<file path="src/rtl/map_bank_irq_pkg.sv">
// Shared definitions for the bank-switching core: save-state byte indexes,
// timer control bit positions and CPU write-region decode types.
package map_bank_irq_pkg;

  localparam logic [7:0] SS_CHR0   = 8'd0;
  localparam logic [7:0] SS_PRG    = 8'd16;
  localparam logic [7:0] SS_RLD    = 8'd17;
  localparam logic [7:0] SS_RLD_HI = 8'd18;
  localparam logic [7:0] SS_CNT    = 8'd19;
  localparam logic [7:0] SS_CNT_HI = 8'd20;
  localparam logic [7:0] SS_CTL    = 8'd21;
  localparam logic [7:0] SS_IDX    = 8'd127;

  localparam int unsigned CTRL_EN  = 0;
  localparam int unsigned CTRL_REP = 1;

  // CPU $8000-$FFFF split by cpu_addr[14:13]
  typedef enum logic [1:0] {
    RgnPrgLo = 2'b00,
    RgnChr   = 2'b01,
    RgnPrgHi = 2'b10,
    RgnIrq   = 2'b11
  } cpu_rgn_e;

  // $E000-$FFFF register select by cpu_addr[1:0]
  typedef enum logic [1:0] {
    IrqRldLo = 2'b00,
    IrqRldHi = 2'b01,
    IrqCtrl  = 2'b10,
    IrqAck   = 2'b11
  } irq_reg_e;

endpackage

</file>
<file path="src/rtl/map_irq_timer.sv">
// Reloadable CPU-cycle down-counter IRQ with save-state access to reload,
// counter and {pending, ctrl}. All state updates on the falling edge of m2.
module map_irq_timer
  import map_bank_irq_pkg::*;
#(
  parameter int unsigned IRQ_BITS = 16
) (
  input  logic       m2,
  input  logic       map_rst,
  input  logic       ss_act,
  input  logic       ss_we,
  input  logic [7:0] ss_addr,
  input  logic [7:0] wr_dat,
  input  logic       wr_en,
  input  logic [1:0] wr_sel,
  output logic       irq,
  output logic       ss_hit,
  output logic [7:0] ss_rdat
);

  localparam int unsigned HI_BITS = IRQ_BITS - 8;

  logic [IRQ_BITS-1:0] rld_q, rld_d;
  logic [IRQ_BITS-1:0] cnt_q, cnt_d;
  logic [1:0]          ctl_q, ctl_d;
  logic                pend_q, pend_d;

  always_comb begin
    rld_d  = rld_q;
    cnt_d  = cnt_q;
    ctl_d  = ctl_q;
    pend_d = pend_q;
    if (ss_act) begin
      if (ss_we) begin
        case (ss_addr)
          SS_RLD:    rld_d[7:0]          = wr_dat;
          SS_RLD_HI: rld_d[IRQ_BITS-1:8] = wr_dat[HI_BITS-1:0];
          SS_CNT:    cnt_d[7:0]          = wr_dat;
          SS_CNT_HI: cnt_d[IRQ_BITS-1:8] = wr_dat[HI_BITS-1:0];
          SS_CTL:    {pend_d, ctl_d}     = wr_dat[2:0];
          default:   ;
        endcase
      end
    end else begin
      if (ctl_q[CTRL_EN]) begin
        if (cnt_q != '0) begin
          cnt_d = cnt_q - IRQ_BITS'(1);
        end else begin
          pend_d = 1'b1;
          if (ctl_q[CTRL_REP]) begin
            cnt_d = rld_q;
          end else begin
            ctl_d[CTRL_EN] = 1'b0;
          end
        end
      end
      // CPU writes are applied last so a same-cycle ctrl/ack write beats expiry
      if (wr_en) begin
        unique case (irq_reg_e'(wr_sel))
          IrqRldLo: rld_d[7:0]          = wr_dat;
          IrqRldHi: rld_d[IRQ_BITS-1:8] = wr_dat[HI_BITS-1:0];
          IrqCtrl: begin
            ctl_d  = wr_dat[1:0];
            cnt_d  = rld_q;
            pend_d = 1'b0;
          end
          IrqAck:   pend_d = 1'b0;
        endcase
      end
    end
  end

  always_ff @(negedge m2) begin
    if (map_rst) begin
      rld_q  <= '0;
      cnt_q  <= '0;
      ctl_q  <= '0;
      pend_q <= 1'b0;
    end else begin
      rld_q  <= rld_d;
      cnt_q  <= cnt_d;
      ctl_q  <= ctl_d;
      pend_q <= pend_d;
    end
  end

  always_comb begin
    ss_hit = (ss_addr >= SS_RLD) && (ss_addr <= SS_CTL);
    case (ss_addr)
      SS_RLD:    ss_rdat = rld_q[7:0];
      SS_RLD_HI: ss_rdat = 8'(rld_q[IRQ_BITS-1:8]);
      SS_CNT:    ss_rdat = cnt_q[7:0];
      SS_CNT_HI: ss_rdat = 8'(cnt_q[IRQ_BITS-1:8]);
      SS_CTL:    ss_rdat = {5'b0, pend_q, ctl_q};
      default:   ss_rdat = 8'hFF;
    endcase
  end

  assign irq = pend_q;

endmodule

</file>
<file path="src/rtl/map_bank_irq.sv">
// Parametrised CHR/PRG bank switching for NES mappers with an attached IRQ
// timer. Address outputs are combinational from the bank registers.
module map_bank_irq
  import map_bank_irq_pkg::*;
#(
  parameter int unsigned CHR_SLOTS     = 4,
  parameter int unsigned CHR_BANK_BITS = 8,
  parameter int unsigned PRG_BANK_BITS = 4,
  parameter int unsigned IRQ_BITS      = 16
) (
  input  logic                      m2,
  input  logic                      map_rst,
  input  logic [15:0]               cpu_addr,
  input  logic [7:0]                cpu_dat,
  input  logic                      cpu_rw,
  input  logic [13:0]               ppu_addr,
  input  logic                      ss_act,
  input  logic                      ss_we,
  input  logic [7:0]                ss_addr,
  input  logic [7:0]                map_idx,
  output logic [17:0]               prg_addr,
  output logic [11+CHR_BANK_BITS-1:0] chr_addr,
  output logic                      irq,
  output logic [7:0]                ss_rdat
);

  localparam int unsigned SLOT_BITS = $clog2(CHR_SLOTS);
  localparam int unsigned SLOT_W    = (SLOT_BITS > 0) ? SLOT_BITS : 1;
  localparam int unsigned OFS_BITS  = 13 - SLOT_BITS;
  localparam int unsigned CHR_W     = 11 + CHR_BANK_BITS;
  localparam logic [7:0]  CHR_SLOTS_B = 8'(CHR_SLOTS);
  localparam logic [SLOT_W-1:0] SLOT_MASK = SLOT_W'(CHR_SLOTS - 1);

  logic [CHR_SLOTS-1:0][CHR_BANK_BITS-1:0] chr_q, chr_d;
  logic [PRG_BANK_BITS-1:0]                prg_q, prg_d;

  logic              cpu_wr;
  cpu_rgn_e          rgn;
  logic [SLOT_W-1:0] cpu_slot, ppu_slot, ss_slot;
  logic [7:0]        ss_chr_idx;
  logic [3:0]        prg_bank;
  logic              tmr_hit;
  logic [7:0]        tmr_rdat;
  logic              unused_ppu;

  assign unused_ppu = ppu_addr[13];

  always_comb begin
    cpu_wr     = !cpu_rw && !ss_act && cpu_addr[15];
    rgn        = cpu_rgn_e'(cpu_addr[14:13]);
    cpu_slot   = SLOT_W'(cpu_addr[2:0]) & SLOT_MASK;
    ss_slot    = SLOT_W'(ss_addr[2:0]) & SLOT_MASK;
    ss_chr_idx = ss_addr - SS_CHR0;
    ppu_slot   = SLOT_W'(ppu_addr[12:0] >> OFS_BITS);
  end

  always_comb begin
    chr_d = chr_q;
    prg_d = prg_q;
    if (ss_act) begin
      if (ss_we && (ss_chr_idx < CHR_SLOTS_B)) begin
        chr_d[ss_slot] = CHR_BANK_BITS'(cpu_dat);
      end
      if (ss_we && (ss_addr == SS_PRG)) begin
        prg_d = cpu_dat[PRG_BANK_BITS-1:0];
      end
    end else if (cpu_wr) begin
      unique case (rgn)
        RgnChr:           chr_d[cpu_slot] = CHR_BANK_BITS'(cpu_dat);
        // Top bit records which of the two PRG windows was written
        RgnPrgLo, RgnPrgHi: prg_d = {cpu_addr[14], cpu_dat[PRG_BANK_BITS-2:0]};
        default:          ;
      endcase
    end
  end

  always_ff @(negedge m2) begin
    if (map_rst) begin
      chr_q <= '0;
      prg_q <= '0;
    end else begin
      chr_q <= chr_d;
      prg_q <= prg_d;
    end
  end

  map_irq_timer #(
    .IRQ_BITS(IRQ_BITS)
  ) u_timer (
    .m2      (m2),
    .map_rst (map_rst),
    .ss_act  (ss_act),
    .ss_we   (ss_we),
    .ss_addr (ss_addr),
    .wr_dat  (cpu_dat),
    .wr_en   (cpu_wr && (rgn == RgnIrq)),
    .wr_sel  (cpu_addr[1:0]),
    .irq     (irq),
    .ss_hit  (tmr_hit),
    .ss_rdat (tmr_rdat)
  );

  always_comb begin
    prg_bank = 4'(prg_q);
    prg_addr = {(cpu_addr[14] ? 4'h0 : prg_bank), cpu_addr[13:0]};
    chr_addr = CHR_W'({chr_q[ppu_slot], ppu_addr[OFS_BITS-1:0]});
  end

  always_comb begin
    if (ss_chr_idx < CHR_SLOTS_B) begin
      ss_rdat = 8'(chr_q[ss_slot]);
    end else if (ss_addr == SS_PRG) begin
      ss_rdat = 8'(prg_q);
    end else if (tmr_hit) begin
      ss_rdat = tmr_rdat;
    end else if (ss_addr == SS_IDX) begin
      ss_rdat = map_idx;
    end else begin
      ss_rdat = 8'hFF;
    end
  end

endmodule

</file>
<file path="config.mk">
export PLATFORM = sky130hd
export DESIGN_NAME = map_bank_irq
export DESIGN_NICKNAME = d
export VERILOG_FILES = /design/src/rtl/map_bank_irq_pkg.sv /design/src/rtl/map_irq_timer.sv /design/src/rtl/map_bank_irq.sv
export SDC_FILE = /design/constraint.sdc
export NUM_CORES = 1
export LEC_CHECK = 0
export BUFFER_PORTS_ARGS = -buffer_cell sky130_fd_sc_hd__buf_2
export CORE_MARGIN = 3
export CORE_UTILIZATION = 44
export DETAILED_ROUTE_END_ITERATION = 12
export PLACE_DENSITY = 0.67
export SETUP_SLACK_MARGIN = 0.1
export SLEW_MARGIN = 20
export SYNTH_ARGS = -nofsm -noshare
export SYNTH_HDL_FRONTEND = slang
export SYNTH_SLANG_ARGS = --single-unit
</file>
<file path="constraint.sdc">
create_clock -name m2 -period 3.5 [get_ports m2]
set_input_delay 0.7 -clock m2 [delete_from_list [all_inputs] [get_ports m2]]
set_output_delay 0.7 -clock m2 [all_outputs]
set_load 0.1 [all_outputs]
</file>
==> results.md <==
Status:
- The run finished, with violations left.
- The final reports fail on setup timing.

Floorplan:
- The die covers about 12,000 um^2.
- For this configuration, the core starts out at a cell density of 0.462.
- From bottom edge to top edge, the die measures 111 um.
- The die outline width is around 110 um.
- The number of top-level pins is roughly 110.
- After floorplanning, the core was divided into 37 placement rows.
- The core region is about 11,000 um^2.

Critical path:
- Data on the critical path arrives at its endpoint at 3.55 ns.
- The category of the critical setup timing path is reg2out.
- STA classifies the critical path startpoint as a register.
- In this run the critical register-to-register path is launched from u_timer.cnt_q[0].
- At the worst endpoint, the required time is about 2.8 ns.
- The type of destination of the critical path is an output port.
- In this run the worst setup path begins at chr_q[25].
- Along the worst path, the maximum fanout reaches 2.

Routing:
- The detailed-router iteration count before antenna repair is 7.
- The mean number of vias per cell is ~6.2.
- After the first detailed-routing iteration, the DRC count stood at just under 800.
- The count of nets left with antenna violations once routing finished came out at 0.
- The routed layout has roughly 6,000 vias.
- The routed design has roughly 21,000 um of wire.
- In the routed design, unresolved DRC markers number 0.
- The routed length per instance is 21.8 um.

Yosys:
- In the post-synthesis netlist, the cell with the most instances is sky130_fd_sc_hd__nor2_1.
- Summed over all instances, the cell type with the most area after synthesis is sky130_fd_sc_hd__dfxtp_1.
- During synthesis, Yosys emitted a total of 0 warnings.
- The synthesized netlist cell count is roughly 570.
- The proportion of synthesized chip area in sequential cells is 0.293.
- The netlist uses a little over 70 different library cells.
- After synthesis, the cell types taking the most area are sky130_fd_sc_hd__dfxtp_1 29%, sky130_fd_sc_hd__mux2i_1 14%, sky130_fd_sc_hd__mux4_2 7.4%.
- In the synthesized netlist, the cells that appear most often are 87 x sky130_fd_sc_hd__nor2_1, 71 x sky130_fd_sc_hd__dfxtp_1, 67 x sky130_fd_sc_hd__mux2i_1, 30 x sky130_fd_sc_hd__clkbuf_1, 29 x sky130_fd_sc_hd__nand2_1.
- The average cell area after synthesis is 8.54 um^2.
- The number of register bits inferred by synthesis is just over 70.
- When the netlist entered floorplanning its net count stood at about 630.
- Yosys mapped a number of flops with a built-in enable equal to 0.
- The cell area after synthesis is between 4000 and 5000 um^2.
- The share of the synthesized area in the top cell type is 0.293.
- For this run, the leading register cell type out of synthesis is sky130_fd_sc_hd__dfxtp_1.
- Of all flip-flops after synthesis, the portion carrying an async set or reset was 0.

Placed design:
- Summed over all nets, the half-perimeter wirelength after detailed placement is around 13,000 um.
- The count of buffers added on input and output ports is 59.
- The global placer's final weighted congestion is 0.962.

Layout:
- The layout-stage area growth over the synthesis result is 60.3%.
- In the final layout, the share of cells above drive strength 1 is 0.457.
- The layout filler cell count is between 600 and 700.
- The final cell utilization of the core is 0.740.
- The number of antenna diodes in the final layout is 0.
- The multi-input combinational cell area is approximately 3500 um^2.
- The area taken by flip-flops and latches is approximately 1500 um^2.
- The post-layout net count is ~870.

CTS:
- The master cell of the clock root buffer is sky130_fd_sc_hd__clkbuf_8.
- TritonCTS built the clock tree.
- The latest clock arrival within the worst-skew pair is approximately 0.42 ns.
- After clock tree synthesis, the clock-pin slew on the worst setup and hold paths is ~0.060 ns.
- In this run, post-CTS hold repair placed 0 buffers.
- The clock net in this run drives a total of roughly 70 sinks.
- Clock tree synthesis inserted a total of 9 buffers.
- The H-tree was split into 3 levels.
- The clock passes through at most 2 buffers.

Timing:
- The measured slew at the worst slew-check pin is about 0.72 ns.
- Once routing completed, OpenROAD measured the worst setup slack at -0.751 ns.
- Setup violations remaining at the end of the flow were counted as 91.
- The clock skew is approximately 0.029 ns.
- Setup repair after global routing could not meet its margin everywhere.
- The final hold violation count came to 0.
- Measured against its own limit, the worst slew margin works out to 0.513.
- The final number of max-transition violations is 0.
- For the final routed database, the setup TNS stands at -31.64 ns.

GRT:
- The global-route wire length before repair is roughly 30,000 um.
- After global routing the overflow that remains totals 0.
- The initial antenna violation count is 0.
- The via count of the first global-routing pass is roughly 6,100.
- Across every metal layer, demand over resource in global routing totals 0.306.
- The maximum number of pins on one net before global-route repair is 37.

Min path:
- The critical hold path startpoint is chr_q[30].
- The kind of path behind the tightest hold check is reg2reg.

Flow run:
- The max capacitance violation total is 0.

Power and ir drop:
- The worst vdd rail ir drop is 285 uV.
- Dividing total power by cell area gives a power density of ~320 nW/um^2.
- The analysis attributes to cell leakage a power of 3.61 nW.
[where the power goes]
part	internal, mW	total [mW]	leakage (nW)	switching, mW
logic	0.175	0.445	2.52	0.270
clock network	0.582	1.20	0.498	0.622
registers	0.824	0.831	0.591	0.00689
total	1.58	2.48	3.61	0.900
[what timing repair did]
item	CTS	global route
buffers inserted	13	16
resized for setup	118	51
pin swaps	25	15
endpoints found under the setup margin	92	92
[flip-flops by register name, summed over array words and instances (netlist names)]
register and flops:
u_timer.irq 1, u_timer.cnt_q 16, chr_q 32, u_timer.rld_q 16, prg_bank 4, u_timer.ctl_q 2
[final timing paths]
kind | end | slack (ns) | cells past startpoint
worst max-delay path | ss_rdat[1] | -0.75 | 5
worst min-delay path | chr_q[30] | 0.50 | 2
worst max register to register | u_timer.cnt_q[3] | 0.81 | 8
worst min register to register | chr_q[30] | 0.50 | 2
[critical path, cell delays in order, from the launching register on]
cell and delay [ns]:
sky130_fd_sc_hd__dfxtp_2 0.33, sky130_fd_sc_hd__mux4_2 0.51, sky130_fd_sc_hd__o21ai_2 0.17, sky130_fd_sc_hd__buf_4 0.14
sky130_fd_sc_hd__a31oi_4 0.03, sky130_fd_sc_hd__buf_12 0.19
[cells in the final DEF, fill, tap and decap left out, types with 9 or more instances in the layout]
master	synthesis	layout
sky130_fd_sc_hd__buf_4	27	130
sky130_fd_sc_hd__nor2_1	87	83
sky130_fd_sc_hd__inv_1	9	79
sky130_fd_sc_hd__mux2i_1	67	61
sky130_fd_sc_hd__buf_6	0	39
sky130_fd_sc_hd__dfxtp_1	71	36
sky130_fd_sc_hd__dfxtp_2	0	35
sky130_fd_sc_hd__buf_2	4	35
sky130_fd_sc_hd__nand2_1	29	27
sky130_fd_sc_hd__buf_12	0	26
sky130_fd_sc_hd__a21oi_1	26	22
sky130_fd_sc_hd__mux4_2	16	16
sky130_fd_sc_hd__o21ai_0	26	13
sky130_fd_sc_hd__nor3_1	16	9
sky130_fd_sc_hd__nand3_1	9	9
sky130_fd_sc_hd__o21ai_1	3	9
sky130_fd_sc_hd__clkbuf_8	0	9
[layout make-up]
type / count / share of cell area
clock buffers: 9 / 0.0159
clock inverters: 77 / 0.0492
inverters: 10 / 0.00483
multi-input cells: 419 / 0.447
flip-flops and latches: 71 / 0.188
well taps: 136 / 0.0219
repair buffers: 231 / 0.273
[routing by layer]
layer / global-route usage / vias up / share of wire / wire (um)
met4: 0.167 / 0 / 0.055 / 1150
met5: 0 / - / 0 / 0
met2: 0.502 / 426 / 0.48 / 9910
met1: 0.362 / 2828 / 0.37 / 7710
met3: 0.0868 / 116 / 0.096 / 1990
li1: - / 2581 / - / -
[metrics by stage]
stage          cells  total power, mW  setup WS [ns]  area (um^2)  hold slack [ns]
2_1_floorplan    568             1.32         -0.775         5090            0.472
3_3_place_gp     846             1.35         -0.784         6510            0.494
3_5_place_dp     846             1.36         -0.829         6510            0.523
4_1_cts          943             2.43         -0.709         7510            0.518
5_1_grt          953             2.61         -0.802         7780            0.559
6_report         953             2.48         -0.751         7780            0.502
[cells by family (layout without fill, tap and decap cells)]
group / count (synthesis) / after routing / share of synthesized area
compound gates: 124 / 124 / 0.174
fa+ha+maj: 2 / 2 / 0.00516
buf+inv: 78 / 327 / 0.0823
flops: 71 / 71 / 0.293
mux: 92 / 92 / 0.233
simple gates: 201 / 201 / 0.212
(Power assumes the default switching activity.)
